`src/rtl/julia_pkg.sv`:
```
// julia_pkg: widths, frame geometry, FSM encoding and escape limit
// shared by the Julia-set pixel generator and its datapath.
package julia_pkg;

    localparam int W           = 18;
    localparam int FRAC        = 13;
    localparam int X_PX        = 800;
    localparam int Y_PX        = 480;
    localparam int FRAME_WORDS = X_PX * Y_PX;
    localparam int MAX_ITER    = 63;
    localparam int X_START     = -12288;
    localparam int Y_START     = -7373;
    localparam int STEP        = 31;

    localparam int AW = 22;
    localparam int DW = 32;
    localparam int IW = 8;

    typedef logic signed [W-1:0] fix_t;

    // |z|^2 escape bound: 4.0 in Q(2*FRAC), held at full product width
    localparam logic signed [2*W:0] ESCAPE_LIMIT =
        {{(2*W-2*FRAC-2){1'b0}}, 1'b1, {(2*FRAC+2){1'b0}}};

    localparam logic [2:0] S_IDLE = 3'd0;
    localparam logic [2:0] S_INIT = 3'd1;
    localparam logic [2:0] S_ITER = 3'd2;
    localparam logic [2:0] S_PAL  = 3'd3;
    localparam logic [2:0] S_OUT  = 3'd4;
    localparam logic [2:0] S_DONE = 3'd5;

    // Palette entry for an escape count (cap handled by the caller)
    function automatic logic [23:0] palette_rgb(input logic [IW-1:0] i);
        logic [7:0] r;
        logic [7:0] g;
        logic [7:0] b;
        r = i << 2;
        g = 8'hff - r;
        b = {i[3:0], i[7:4]};
        return {r, g, b};
    endfunction

endpackage

```
`src/rtl/julia_pixel_gen_if.sv`:
```
// julia_pixel_gen_if: valid/ready pixel word channel towards
// the SDRAM write sequencer.
interface julia_pixel_gen_if;
    import julia_pkg::*;

    logic          pix_valid;
    logic          pix_ready;
    logic [AW-1:0] pix_addr;
    logic [DW-1:0] pix_data;

    modport master (
        output pix_valid,
        output pix_addr,
        output pix_data,
        input  pix_ready
    );

    modport slave (
        input  pix_valid,
        input  pix_addr,
        input  pix_data,
        output pix_ready
    );

endinterface

```
`src/rtl/julia_iter.sv`:
```
// julia_iter: one combinational z <- z^2 + c step plus the escape
// test on |z|^2, taken at full width before any shift.
module julia_iter
    import julia_pkg::*;
(
    input  fix_t zr,
    input  fix_t zi,
    input  fix_t c_re,
    input  fix_t c_im,
    output fix_t zr_nx,
    output fix_t zi_nx,
    output logic escape
);

    logic signed [2*W-1:0] rr;
    logic signed [2*W-1:0] ii;
    logic signed [2*W-1:0] ri;
    logic signed [2*W:0]   mag;
    logic signed [2*W:0]   diff;
    logic signed [2*W:0]   twice;

    // Squares, cross term, escape compare and wrapped next z
    always_comb begin
        rr     = (2*W)'(zr) * (2*W)'(zr);
        ii     = (2*W)'(zi) * (2*W)'(zi);
        ri     = (2*W)'(zr) * (2*W)'(zi);
        mag    = (2*W+1)'(rr) + (2*W+1)'(ii);
        diff   = (2*W+1)'(rr) - (2*W+1)'(ii);
        twice  = {ri, 1'b0};
        escape = mag > ESCAPE_LIMIT;
        zr_nx  = fix_t'(diff >>> FRAC) + c_re;
        zi_nx  = fix_t'(twice >>> FRAC) + c_im;
    end

endmodule

```
`src/rtl/julia_pixel_gen.sv`:
```
// julia_pixel_gen: raster-order Julia-set renderer feeding SDRAM writes.
// JULIA_PALETTE_EN: registered 256x24 palette instead of grey ramp.
module julia_pixel_gen #(
    parameter int X_PX     = julia_pkg::X_PX,
    parameter int Y_PX     = julia_pkg::Y_PX,
    parameter int MAX_ITER = julia_pkg::MAX_ITER,
    parameter int X_START  = julia_pkg::X_START,
    parameter int Y_START  = julia_pkg::Y_START,
    parameter int STEP     = julia_pkg::STEP
) (
    input  logic                      clk,
    input  logic                      reset_n,
    input  logic                      start,
    input  julia_pkg::fix_t           c_re,
    input  julia_pkg::fix_t           c_im,
    output logic                      busy,
    output logic                      frame_done,
    julia_pixel_gen_if.master         pix
);
    import julia_pkg::*;

    localparam logic [15:0]   X_LAST   = 16'(X_PX - 1);
    localparam logic [15:0]   Y_LAST   = 16'(Y_PX - 1);
    localparam fix_t          X0       = fix_t'(X_START);
    localparam fix_t          Y0       = fix_t'(Y_START);
    localparam fix_t          STEP_W   = fix_t'(STEP);
    localparam logic [IW-1:0] ITER_CAP = IW'(MAX_ITER);

    logic [2:0]    state;
    logic [15:0]   x;
    logic [15:0]   y;
    logic [AW-1:0] addr;
    logic [IW-1:0] iter;
    fix_t          zr;
    fix_t          zi;
    fix_t          zr0;
    fix_t          zi0;
    fix_t          cr;
    fix_t          ci;
    fix_t          zr_nx;
    fix_t          zi_nx;
    logic          mag_esc;
    logic          esc;
    logic          xfer;
    logic [23:0]   rgb;

    julia_iter u_iter (
        .zr     (zr),
        .zi     (zi),
        .c_re   (cr),
        .c_im   (ci),
        .zr_nx  (zr_nx),
        .zi_nx  (zi_nx),
        .escape (mag_esc)
    );

    assign esc  = mag_esc || (iter == ITER_CAP);
    assign xfer = (state == S_OUT) && pix.pix_ready;

`ifdef JULIA_PALETTE_EN
    localparam logic [2:0] S_ESC = S_PAL;
    logic [23:0] pal_q;

    // Palette ROM read, registered during the cycle after escape
    always_ff @(posedge clk or negedge reset_n) begin
        if (!reset_n) begin
            pal_q <= '0;
        end else if (state == S_PAL) begin
            pal_q <= (iter == ITER_CAP) ? 24'd0 : palette_rgb(iter);
        end
    end

    assign rgb = pal_q;
`else
    localparam logic [2:0] S_ESC = S_OUT;
    logic [7:0] grey;

    assign grey = (iter == ITER_CAP) ? 8'd0 : 8'(iter << 2);
    assign rgb  = {grey, grey, grey};
`endif

    // Frame FSM: pixel counters, plane origin and iteration state
    always_ff @(posedge clk or negedge reset_n) begin
        if (!reset_n) begin
            state <= S_IDLE;
            busy  <= 1'b0;
            x     <= '0;
            y     <= '0;
            addr  <= '0;
            iter  <= '0;
            zr    <= '0;
            zi    <= '0;
            zr0   <= '0;
            zi0   <= '0;
            cr    <= '0;
            ci    <= '0;
        end else begin
            case (state)
                S_IDLE: begin
                    if (start) begin
                        cr    <= c_re;
                        ci    <= c_im;
                        x     <= '0;
                        y     <= '0;
                        addr  <= '0;
                        zr0   <= X0;
                        zi0   <= Y0;
                        busy  <= 1'b1;
                        state <= S_INIT;
                    end
                end
                S_INIT: begin
                    zr    <= zr0;
                    zi    <= zi0;
                    iter  <= '0;
                    state <= S_ITER;
                end
                S_ITER: begin
                    if (esc) begin
                        state <= S_ESC;
                    end else begin
                        zr   <= zr_nx;
                        zi   <= zi_nx;
                        iter <= iter + IW'(1);
                    end
                end
                S_PAL: begin
                    state <= S_OUT;
                end
                S_OUT: begin
                    if (xfer) begin
                        addr <= addr + AW'(1);
                        if (x == X_LAST) begin
                            x   <= '0;
                            y   <= y + 16'd1;
                            zr0 <= X0;
                            zi0 <= zi0 + STEP_W;
                        end else begin
                            x   <= x + 16'd1;
                            zr0 <= zr0 + STEP_W;
                        end
                        if (x == X_LAST && y == Y_LAST) begin
                            state <= S_DONE;
                        end else begin
                            state <= S_INIT;
                        end
                    end
                end
                S_DONE: begin
                    busy  <= 1'b0;
                    state <= S_IDLE;
                end
                default: begin
                    state <= S_IDLE;
                end
            endcase
        end
    end

    assign frame_done    = (state == S_DONE);
    assign pix.pix_valid = (state == S_OUT);
    assign pix.pix_addr  = addr;
    assign pix.pix_data  = {8'd0, rgb};

endmodule

```
`src/flat_wrapper.sv`:
```
// flat-port wrapper written by rule: the top's interface ports become plain ports
module julia_pixel_gen_flat import julia_pkg::*;
#(
    parameter int X_PX     = julia_pkg::X_PX,
    parameter int Y_PX     = julia_pkg::Y_PX,
    parameter int MAX_ITER = julia_pkg::MAX_ITER,
    parameter int X_START  = julia_pkg::X_START,
    parameter int Y_START  = julia_pkg::Y_START,
    parameter int STEP     = julia_pkg::STEP
)
  (clk, reset_n, start, c_re, c_im, busy, frame_done, pix_pix_valid, pix_pix_addr, pix_pix_data, pix_pix_ready);
  julia_pixel_gen_if pix_i ();
  input  logic clk;
  input  logic reset_n;
  input  logic start;
  input  julia_pkg::fix_t c_re;
  input  julia_pkg::fix_t c_im;
  output logic busy;
  output logic frame_done;
  output wire logic [$bits(pix_i.pix_valid)-1:0] pix_pix_valid;
  output wire logic [$bits(pix_i.pix_addr)-1:0] pix_pix_addr;
  output wire logic [$bits(pix_i.pix_data)-1:0] pix_pix_data;
  input wire logic [$bits(pix_i.pix_ready)-1:0] pix_pix_ready;
  assign pix_pix_valid = pix_i.pix_valid;
  assign pix_pix_addr = pix_i.pix_addr;
  assign pix_pix_data = pix_i.pix_data;
  assign pix_i.pix_ready = pix_pix_ready;
  julia_pixel_gen #(.X_PX(X_PX), .Y_PX(Y_PX), .MAX_ITER(MAX_ITER), .X_START(X_START), .Y_START(Y_START), .STEP(STEP)) u_core (.clk(clk), .reset_n(reset_n), .start(start), .c_re(c_re), .c_im(c_im), .busy(busy), .frame_done(frame_done), .pix(pix_i));
endmodule
```
`config.mk`:
```
export PLATFORM = sky130hd
export DESIGN_NAME = julia_pixel_gen_flat
export DESIGN_NICKNAME = d
export VERILOG_FILES = /design/src/rtl/julia_pkg.sv /design/src/rtl/julia_pixel_gen_if.sv /design/src/rtl/julia_iter.sv /design/src/rtl/julia_pixel_gen.sv /design/src/flat_wrapper.sv
export SDC_FILE = /design/constraint.sdc
export NUM_CORES = 2
export LEC_CHECK = 0
export ABC_CLOCK_PERIOD_IN_PS = 11800
export BUFFER_PORTS_ARGS = -buffer_cell sky130_fd_sc_hd__buf_2
export CORE_MARGIN = 8
export CORE_UTILIZATION = 50
export DETAILED_ROUTE_END_ITERATION = 12
export GPL_ROUTABILITY_DRIVEN = 0
export PLACE_DENSITY = 0.71
export SLEW_MARGIN = 20
export SYNTH_ARGS = -nofsm -noshare
export SYNTH_HDL_FRONTEND = slang
export SYNTH_SLANG_ARGS = --single-unit
export TNS_END_PERCENT = 10
```
`constraint.sdc`:
```
create_clock -name clk -period 11.8 [get_ports clk]
set_input_delay 2.36 -clock clk [delete_from_list [all_inputs] [get_ports clk]]
set_output_delay 2.36 -clock clk [all_outputs]
set_load 0.01 [all_outputs]
```
==> flow_metrics.tcl <==
set metrics [dict create \
    rsz0062_at_grt "no" \
    synth_ff_type "dfrtp_1" \
    insertion_delay_ns 0.51 \
    vias_per_cell 5.39 \
    cts_tree "yes" \
    clock-sinks 174 \
    slew_viol_final 0 \
    vias 33400 \
    synth_edf_count 0 \
    drc_errors 0 \
    rr_worst_depth 37 \
    max_freq_ghz 0.0905 \
    io_pins 97 \
    drive_above_1_share_pct 4.82 \
    crit_buf_inv 4 \
    tightest_slew_ns 1.00 \
    outcome "finished clean" \
    busiest_layer "met2" \
    path_clk_slew_ns 0.08 \
    skew_ns 0.0289 \
    cts_buffers 17 \
    critPathMaxStageDelay_ns 1.00 \
    ctsResizeCount 0 \
    cts_root_buf "clkbuf_16" \
    maxSlewHeadroom_pct 33.3 \
    hold_viol 0 \
    grt_use_met3_pct 4.73 \
    fin_tns_setup_ns 0 \
    crit_fanout 19 \
    synth_top_cell_by_area "fa_1" \
    ys_ff_latch 174 \
    grt_max_degree 79 \
    grt_overflow 0 \
    synth_mux_area_share_pct 1.48 \
    core_area_sq_um 88400 \
    grtUsageMet1_pct 31.8 \
    cp.depth 37 \
    synthArstFlopShare_pct 100 \
    hp-class "reg -> reg" \
    endpoint "u_core.zr[17]$_DFFE_PN0P_" \
    synth_area_per_cell_sq_um 8.84 \
    initial_core_util_pct 50.5 \
    critical_path.most_common_cell "ha_1" \
    synth_cell_types 82 \
    period_needed_ns 11.05 \
    cts_hold_buf 0 \
    fin_crit_sh_pct 93.6 \
    drt_wl_total_um 114000 \
    design.die.area_sq_um 99100 \
    synth_compound_area_share_pct 7.30 \
    die_h_um 315 \
    setup_viol 0 \
    fp-row-count 109 \
    cts_setup_buffers 0 \
    die_w_um 315 \
    portBuffers 82 \
    cp-end-kind "register" \
    synth_top_area_share_pct 39.0 \
    grt_pass1_wl_um 186000 \
    ant_nets 0 \
    critPathLaunchType "register" \
    synth-xor-area-share_pct 4.71 \
    syn_inst 5048 \
    cp.required_ns 12.18 \
    critical_path_class "reg -> reg" \
    crit_family "compound AO/OA/AOI/OAI gates" \
    htreeDepth 4 \
    yosys.area_share.simple_pct 14.7 \
    layout.nets 6313 \
    grt_pass1_vias 34700 \
    r2r_start "u_core.zi[1]$_DFFE_PN0P_" \
    r2r_slack_ns 0.75 \
    synth_top_family_by_area "adder cells" \
    netlist_top_cells_area "fa_1 (39%), ha_1 (11%), dfrtp_1 (9.8%)" \
    clock_path_buffers 2 \
    synth.cells.most_frequent "inv_1 (1150), fa_1 (870), nand2_1 (659)" \
    yosysMostFrequentCell "inv_1" \
    fin_cells 6190 \
    synth_seq_area_share_pct 9.76 \
    synthAdderAreaFrac_pct 50.1 \
    critical_path_arrival_ns 11.42 \
    grt_use_met2_pct 37.3 \
    place.detailed.hpwl_um 91800 \
    first_pass_iters 5 \
    max_cap_violations 0 \
    synth_area_sq_um 44600 \
    r2r_end "u_core.zr[17]$_DFFE_PN0P_" \
    cp_slowest_cell "dfrtp_1" \
    dp_cells 6156 \
    startpoint "u_core.zi[1]$_DFFE_PN0P_" \
    yosysWarnings 0 \
    grt_usage_pct 23.7 \
    synthToLayoutAreaGrowth_pct 4.66 \
    wl_per_cell_um 18.4 \
    initialDrtViolationCount 2405 \
    antenna_found_initial 2 \
]
-- cell usage in the layout (no fill, tap or decap), types with 10 or more instances in the layout --
master     Yosys  final
inv_1       1150   1150
fa_1         870    870
nand2_1      659    659
ha_1         393    393
nor2_1       250    250
and2_1       185    185
dfrtp_1      174    174
a21oi_1      157    156
xnor2_1      143    143
o21ai_0      110    110
xor2_1        97     97
buf_2          8     81
nand3_1       76     76
buf_4         26     68
a21o_1        64     64
nor3_1        48     48
nand2b_1      36     36
nand4_1       31     31
and3_1        30     30
nor2b_1       26     26
mux2i_1       26     26
o21a_1        23     23
mux2_4        20     20
or3_1         18     18
o21bai_1      18     18
clkbuf_16      0     17
o211ai_1      16     16
a211oi_1      15     15
a31oi_1       15     15
nor4_1        14     14
conb_1         1     14
or2_2         10     10
-- cell families after synthesis --
kind of cell,count (synthesis)
other,1
AOI/OAI and AO/OA,510
and+or+nand+nor,1423
xor gates and xnor gates,240
DFF,174
buffers and inverters,1382
muxes,55
adders and majority gates,1263
-- metrics by stage --
| stage | hold WS (ns) | cell area (sq um) | util (%) | setup WS [ns] |
|---|---|---|---|---|
| 2_1_floorplan | 0.452 | 44700 | - | 2.16 |
| 3_3_place_gp | 0.471 | 46100 | 52.2 | 1.11 |
| 3_5_place_dp | 0.474 | 46100 | 52.2 | 0.884 |
| 4_1_cts | 0.493 | 46700 | 52.8 | 0.893 |
| 5_1_grt | 0.513 | 46700 | 52.8 | 0.0626 |
| 6_report | 0.487 | 46700 | 52.8 | 0.752 |
-- metal layers --
metal	share of wire [%]	vias to the layer above
met3	7.9	233
met5	0	-
met4	5.1	0
li1	-	15200
met2	46	1225
met1	41	16700
-- sequential cells by signal, summed over array words and instances, names as in the netlist --
name,count
u_core.busy,1
u_core.y,16
u_core.zr,18
u_core.pix.pix_addr,22
u_core.ci,18
u_core.zr0,18
u_core.x,16
u_core.iter,8
u_core.state,3
u_core.cr,18
u_core.zi,18
u_core.zi0,18
-- area by class of cell --
type                       count  area, sq um
tap                         1165         1460
timing repair buffer         151          950
inverter                    1161         4360
fill                        8180        41700
multi-input combinational   3505        35000
clock inverter                15          169
sequential                   174         4350
clock buffer                  17          425
antenna                        2         5.00
-- tightest hold or removal path, delay by kind of cell, from the launching register on --
family | cells | cell delay (ns)
flops | 1 | 0.35
simple gates | 2 | 0.10
-- how the worst min path moves through the flow --
| stage | start | endpoint | slack [ns] | cells after the start |
|---|---|---|---|---|
| floorplan | u_core.ci[0]$_DFFE_PN0P_ | u_core.ci[0]$_DFFE_PN0P_ | 0.45 | 2 |
| global placement | u_core.ci[14]$_DFFE_PN0P_ | u_core.ci[14]$_DFFE_PN0P_ | 0.47 | 2 |
| detailed placement | u_core.ci[14]$_DFFE_PN0P_ | u_core.ci[14]$_DFFE_PN0P_ | 0.47 | 2 |
| CTS | u_core.ci[14]$_DFFE_PN0P_ | u_core.ci[14]$_DFFE_PN0P_ | 0.49 | 2 |
| global route | u_core.ci[15]$_DFFE_PN0P_ | u_core.ci[15]$_DFFE_PN0P_ | 0.51 | 2 |
| finish | u_core.ci[14]$_DFFE_PN0P_ | u_core.ci[14]$_DFFE_PN0P_ | 0.49 | 2 |
Power is left out: the tool's default activity adds up to more than one toggle a clock period on the data nets, which glitch-free logic cannot reach.
